===== src/rtl/pwrgd_pkg.sv =====
// Shared definitions for the power-good aggregator: FSM state encoding and
// the default rail debounce length.
package pwrgd_pkg;

  localparam int STATE_W        = 2;
  localparam int DEB_CYCLES_DEF = 3;

  typedef enum logic [STATE_W-1:0] {
    ST_IDLE  = 2'b00,
    ST_DELAY = 2'b01,
    ST_PWROK = 2'b10,
    ST_FAULT = 2'b11
  } state_t;

endpackage


===== src/rtl/pwrgd_glitch_filter.sv =====
// Single-rail glitch filter. The output follows the input only after the
// input has disagreed with the output for DEB_CYCLES consecutive cycles.
// Any agreeing cycle restarts the count.
module pwrgd_glitch_filter #(
  parameter int DEB_CYCLES = 3
) (
  input  logic iClk,
  input  logic iRst,
  input  logic iIn,
  output logic oOut
);

  localparam logic [3:0] CNT_LAST = 4'(DEB_CYCLES - 1);

  logic [3:0] cnt;

  // Mismatch counter and filtered level
  always_ff @(posedge iClk) begin
    if (iRst) begin
      cnt  <= '0;
      oOut <= 1'b0;
    end else if (iIn == oOut) begin
      cnt <= '0;
    end else if (cnt == CNT_LAST) begin
      oOut <= iIn;
      cnt  <= '0;
    end else begin
      cnt <= cnt + 1'b1;
    end
  end

endmodule


===== src/rtl/pwrgd_aggregate_seq.sv =====
// Power-good aggregator. Filters each rail power-good, combines the required
// rails with SLP_S3# and PS_PWROK, asserts PWROK after a programmable ms
// delay, drops it at once on loss and records a first-fail snapshot.
// Optional build macro: PWRGD_PS_RECOVERY_EN lets a PSU-only fault return to
// DELAY on its own once everything is good again (fault flags stay sticky).
module pwrgd_aggregate_seq
  import pwrgd_pkg::*;
#(
  parameter int NUM_RAILS  = 8,
  parameter int DLY_BITS   = 8,
  parameter int DEB_CYCLES = DEB_CYCLES_DEF
) (
  input  logic                 iClk,
  input  logic                 iRst,
  input  logic                 i1mSCE,
  input  logic [NUM_RAILS-1:0] ivRailPwrgd,
  input  logic [NUM_RAILS-1:0] ivRailMask,
  input  logic                 iSlpS3_n,
  input  logic                 iPsPwrok,
  input  logic [DLY_BITS-1:0]  ivAssertDlyMs,
  input  logic                 iSysEnable,
  input  logic                 iFaultClr,
  output logic                 oPwrok,
  output logic                 oSysPwrok,
  output logic                 oFault,
  output logic [NUM_RAILS:0]   ovFaultRail,
  output logic [STATE_W-1:0]   ovState
);

  localparam logic [NUM_RAILS:0] PSU_ONLY = {1'b1, {NUM_RAILS{1'b0}}};

  logic [NUM_RAILS-1:0] vRailFilt;
  logic                 railsOk;
  logic                 allGood;
  logic                 enterDelay;
  logic                 psRecover;
  state_t               state;
  logic [DLY_BITS-1:0]  msCnt;
  logic [DLY_BITS-1:0]  dlyLatched;

  for (genvar gi = 0; gi < NUM_RAILS; gi++) begin : gFilt
    pwrgd_glitch_filter #(
      .DEB_CYCLES(DEB_CYCLES)
    ) uFilt (
      .iClk(iClk),
      .iRst(iRst),
      .iIn (ivRailPwrgd[gi]),
      .oOut(vRailFilt[gi])
    );
  end

  assign railsOk = &(vRailFilt | ~ivRailMask);
  assign allGood = railsOk & iSlpS3_n & iPsPwrok;

`ifdef PWRGD_PS_RECOVERY_EN
  assign psRecover = (state == ST_FAULT) & ~iFaultClr & (ovFaultRail == PSU_ONLY) & allGood;
`else
  assign psRecover = 1'b0;
`endif

  assign enterDelay = ((state == ST_IDLE) & allGood) | psRecover;

  // Sequencer FSM, ms counter, sticky fault capture and SYS_PWROK register
  always_ff @(posedge iClk) begin
    if (iRst) begin
      state       <= ST_IDLE;
      msCnt       <= '0;
      oFault      <= 1'b0;
      ovFaultRail <= '0;
      oSysPwrok   <= 1'b0;
    end else begin
      oSysPwrok <= oPwrok & iSysEnable;
      // Clear first so that a simultaneous FAULT entry below takes priority
      if (iFaultClr) begin
        oFault      <= 1'b0;
        ovFaultRail <= '0;
      end
      if (enterDelay) begin
        state <= ST_DELAY;
        msCnt <= '0;
      end else begin
        case (state)
          ST_IDLE: ;
          ST_DELAY: begin
            if (!allGood) begin
              state <= ST_IDLE;
            end else if (msCnt == dlyLatched) begin
              state <= ST_PWROK;
            end else if (i1mSCE && (msCnt != '1)) begin
              msCnt <= msCnt + 1'b1;
            end
          end
          ST_PWROK: begin
            // Orderly shutdown beats any rail/PSU drop seen on the same edge
            if (!iSlpS3_n) begin
              state <= ST_IDLE;
            end else if (!railsOk || !iPsPwrok) begin
              state       <= ST_FAULT;
              oFault      <= 1'b1;
              ovFaultRail <= {~iPsPwrok, ivRailMask & ~vRailFilt};
            end
          end
          ST_FAULT: begin
            if (iFaultClr) begin
              state <= ST_IDLE;
            end
          end
          default: state <= ST_IDLE;
        endcase
      end
    end
  end

  // Delay target captured on every entry into DELAY
  always_ff @(posedge iClk) begin
    if (enterDelay) begin
      dlyLatched <= ivAssertDlyMs;
    end
  end

  assign oPwrok  = (state == ST_PWROK);
  assign ovState = state;

endmodule


===== config.mk =====
export PLATFORM = sky130hd
export DESIGN_NAME = pwrgd_aggregate_seq
export DESIGN_NICKNAME = d
export VERILOG_FILES = /design/src/rtl/pwrgd_pkg.sv /design/src/rtl/pwrgd_glitch_filter.sv /design/src/rtl/pwrgd_aggregate_seq.sv
export SDC_FILE = /design/constraint.sdc
export NUM_CORES = 1
export LEC_CHECK = 0
export CAP_MARGIN = 25
export CORE_MARGIN = 2
export CORE_UTILIZATION = 40
export DETAILED_ROUTE_END_ITERATION = 6
export DONT_BUFFER_PORTS = 1
export GPL_ROUTABILITY_DRIVEN = 0
export PLACE_DENSITY_LB_ADDON = 0.05
export REMOVE_ABC_BUFFERS = 1
export SYNTH_ARGS = -nofsm -noshare
export SYNTH_HDL_FRONTEND = slang
export SYNTH_SLANG_ARGS = --single-unit

===== constraint.sdc =====
create_clock -name iClk -period 2.21 [get_ports iClk]
set_clock_uncertainty 0.05 [all_clocks]
set_input_delay 0.442 -clock iClk [delete_from_list [all_inputs] [get_ports iClk]]
set_output_delay 0.442 -clock iClk [all_outputs]
set_load 0.02 [all_outputs]

==> summary.md <==
| Metric | Value |
|---|---|
| # diodes | 0 |
| Fillers | roughly 740 |
| CTS clock-pin slew for the worst setup and hold paths | roughly 0.070 ns |
| Mapped Cells | 321 |
| Clock Path Buffers | 2 |
| Clk root buf | clkbuf_8 |
| Startpoint types | flip-flop |
| Outcome | finished, final reports clean |
| Hold EP | gFilt[0].uFilt.oOut$_SDFFE_PP0P_ |
| PortBufs | 0 |
| Final Hold Vio Count | 0 |
| Row count | 32 |
| Placement Setup Slack | 0.0919 ns |
| GRT Util Overall | 0.149 |
| Most frequent cells in the layout | dfxtp_1 (61), nor2_1 (42), xnor2_1 (24) |
| P&R area growth vs syn | 10.9% |
| Die height | a little over 90 um |
| Placed cells | 421 |
| Count of cell types in the netlist | 46 |
| Hold-critical path depth | 1 |
| Lkg Pwr | 1.23 nW |
| Period minus WS final | around 2 ns |
| Top_reg_cell synth | dfxtp_1 |
| Element type at the critical path end | flip-flop |
| Layout cells sized above 1 | 0.0985 |
| Multi-input logic area | around 0.0016 sq mm |
| Top post-synthesis cells by area | dfxtp_1 (39%), edfxtp_1 (7.7%), ha_1 (6.8%) |
| Terminus of the critical flop-to-flop path | msCnt[7]$_SDFFE_PP0P_ |
| Setup Total Neg Slack | 0 ns |
| Worst vdd ir | ~0.25 mV |
| Drt drc | 0 |
| Remaining global-route overflow | 0 |
| RSZ-0062 raised after global routing | no |
| Most common cell after layout, fill and taps aside | dfxtp_1 |
| Post_cts resized | 0 |
| Initial cell density of the core | 0.410 |
| HPWL Detailed | about 4200 um |
| Wire length per cell | approximately 13 um |
| Largest net degree at the start of global routing | 33 |
| Max-slew violations | 0 |
| HP Class | primary input to flip-flop |
| CTS tree | yes |
| Post-synthesis sequential area ratio | 0.466 |
| Measured slew at the worst slew-check pin | 0.480 ns |
| Crit path DAT | about 2.2 ns |
| IO Count | 45 |
| Reg2reg start | gFilt[2].uFilt.oOut$_SDFFE_PP0P_ |
| Async SR Flop Fraction | 0 |
| Overall power | approximately 2.4 mW |
| Antenna violations before repair | 0 |
| Final WS setup | approximately 0.21 ns |
| # Post-CTS Setup Buffers | 0 |
| Fin cells | between 400 and 500 |
| #FFs+latches synth | 69 |
| Power density over the cells | roughly 700 mW/mm^2 |
| Max_cap viols | 0 |
| Final-stage net count | 378 |
| Period utilization | 0.906 |
| Post-route design area | around 0.0035 sq mm |
| CP Class | flip-flop to flip-flop |
| Global-route wire length before repair | roughly 9900 um |
| Core ar. | 0.00765 sq mm |
| Clk_lat worst skew | 0.33 ns |
| Max Fanout on Critical Path | 13 |
| CP max stage delay | 0.51 ns |
| Worst r2r path cells | 5 |
| Vias in the first global route | around 2000 |
| CP required | between 2 and 2.5 ns |
| First drt pass iteration count | 6 |
| Hold Crit Start | iRst |
| Total number of vias | ~2200 |
| R2R setup slack | 0.21 ns |
| Placed cell areas | between 0.003 and 0.004 sq mm |
| Fmax | between 400 and 500 MHz |
| Post-route ant nets | 0 |
| Cts bufs inserted | 9 |
| Setup violators final | 0 |
| Worst path cell trace | and2b_1 > nor4_4 > nand3_4 > or4_1 > a21oi_1 |
| Die X | a little over 90 um |
| H-tree levels | 3 |
| Register Area | ~0.0015 sq mm |
| DRT iter0 DRCs | 81 |
| Hold_buf cts | 0 |
| Cell taking the most area after synthesis | dfxtp_1 |
| Synth top area share | 0.390 |
| WL final | roughly 5900 um |
| Synthesis Warnings | 0 |
| EDFF count, synth | 8 |
| Clock Sinks | 69 |
| Syn Area/Cell | between 9 and 10 sq um |
| Worst slew margin | 0.678 |
| Via-to-Cell Ratio | about 5.0 |
| DIE AREA | ~0.0086 sq mm |
| Syn Std Cell Area | around 0.0031 sq mm |
| Slowest CP cell | or4_1 |
final cells by class:
type,count,area share
multi-input combinational,232,0.453
timing repair buffer,10,0.0216
clock inverter,2,0.00360
inverter,8,0.00864
clock buffer,14,0.0558
sequential,69,0.420
tap,102,0.0367
state kept, by name (all words and copies together) (netlist names):
signal and flops:
msCnt 8, gFilt.uFilt.cnt 32, ovFaultRail 9, oSysPwrok 1
oFault 1, ovState 2, gFilt.uFilt.oOut 8, dlyLatched 8
worst max-delay path, delay by kind of cell (launching register included):
kind,cells,cell delay [ns]
simple gates,4,1.38
flops,1,0.36
compound gates,1,0.15
cells by family after synthesis:
kind of cell               Yosys count  share of synthesized area
xor gates and xnor gates            32                     0.0895
adders and majority gates           17                     0.0679
DFF                                 69                      0.466
muxes                                8                     0.0256
AOI/OAI and AO/OA                   40                     0.0739
and+or+nand+nor                    135                      0.246
buffers and inverters               20                     0.0308
report_power, final:
part / switching (mW) / total, mW / internal, mW
Sequential: 0.0198 / 1.31 / 1.29
Clock: 0.458 / 1.03 / 0.567
Combinational: 0.0592 / 0.108 / 0.0483
worst max path at each step:
stage                                           from                    end  slack, ns  cells past startpoint
global route        gFilt[2].uFilt.oOut$_SDFFE_PP0P_  msCnt[5]$_SDFFE_PP0P_       0.09                      5
detailed placement                     ivRailMask[4]  msCnt[5]$_SDFFE_PP0P_       0.09                      5
finish              gFilt[2].uFilt.oOut$_SDFFE_PP0P_  msCnt[7]$_SDFFE_PP0P_       0.21                      5
global placement                       ivRailMask[4]  msCnt[7]$_SDFFE_PP0P_       0.14                      5
CTS                 gFilt[2].uFilt.oOut$_SDFFE_PP0P_  msCnt[7]$_SDFFE_PP0P_       0.20                      5
floorplan                              ivRailMask[4]  msCnt[7]$_SDFFE_PP0P_       0.27                      5
metrics by stage:
step,hold slack [ns],utilization
2_1_floorplan,0.380,-
3_3_place_gp,0.397,0.428
3_5_place_dp,0.401,0.428
4_1_cts,0.0981,0.455
5_1_grt,0.0815,0.455
6_report,0.121,0.455
synthesized netlist by cell type, types with 3 or more instances:
| master | n |
|---|---|
| or4_1 | 3 |
| inv_1 | 8 |
| nor2b_1 | 13 |
| nand3_1 | 18 |
| o21ai_1 | 8 |
| nor2_1 | 42 |
| and3_1 | 3 |
| nand2b_1 | 3 |
| o21ai_0 | 5 |
| dfxtp_1 | 61 |
| xnor2_1 | 24 |
| a21oi_1 | 15 |
| xor2_1 | 8 |
| o31ai_1 | 4 |
| ha_1 | 17 |
| nand4_1 | 6 |
| mux2i_1 | 8 |
| nand2_1 | 7 |
| clkbuf_1 | 6 |
| nor3b_1 | 8 |
| edfxtp_1 | 8 |
| or3_1 | 13 |
metal layers:
layer,vias to the layer above,global-route usage,wire [um]
met2,44,0.216,2560
met1,1002,0.202,2890
met4,0,0.0485,69
met3,8,0.0586,345
met5,-,0,0
li1,1133,-,-
Power figures use the tool's default switching activity.
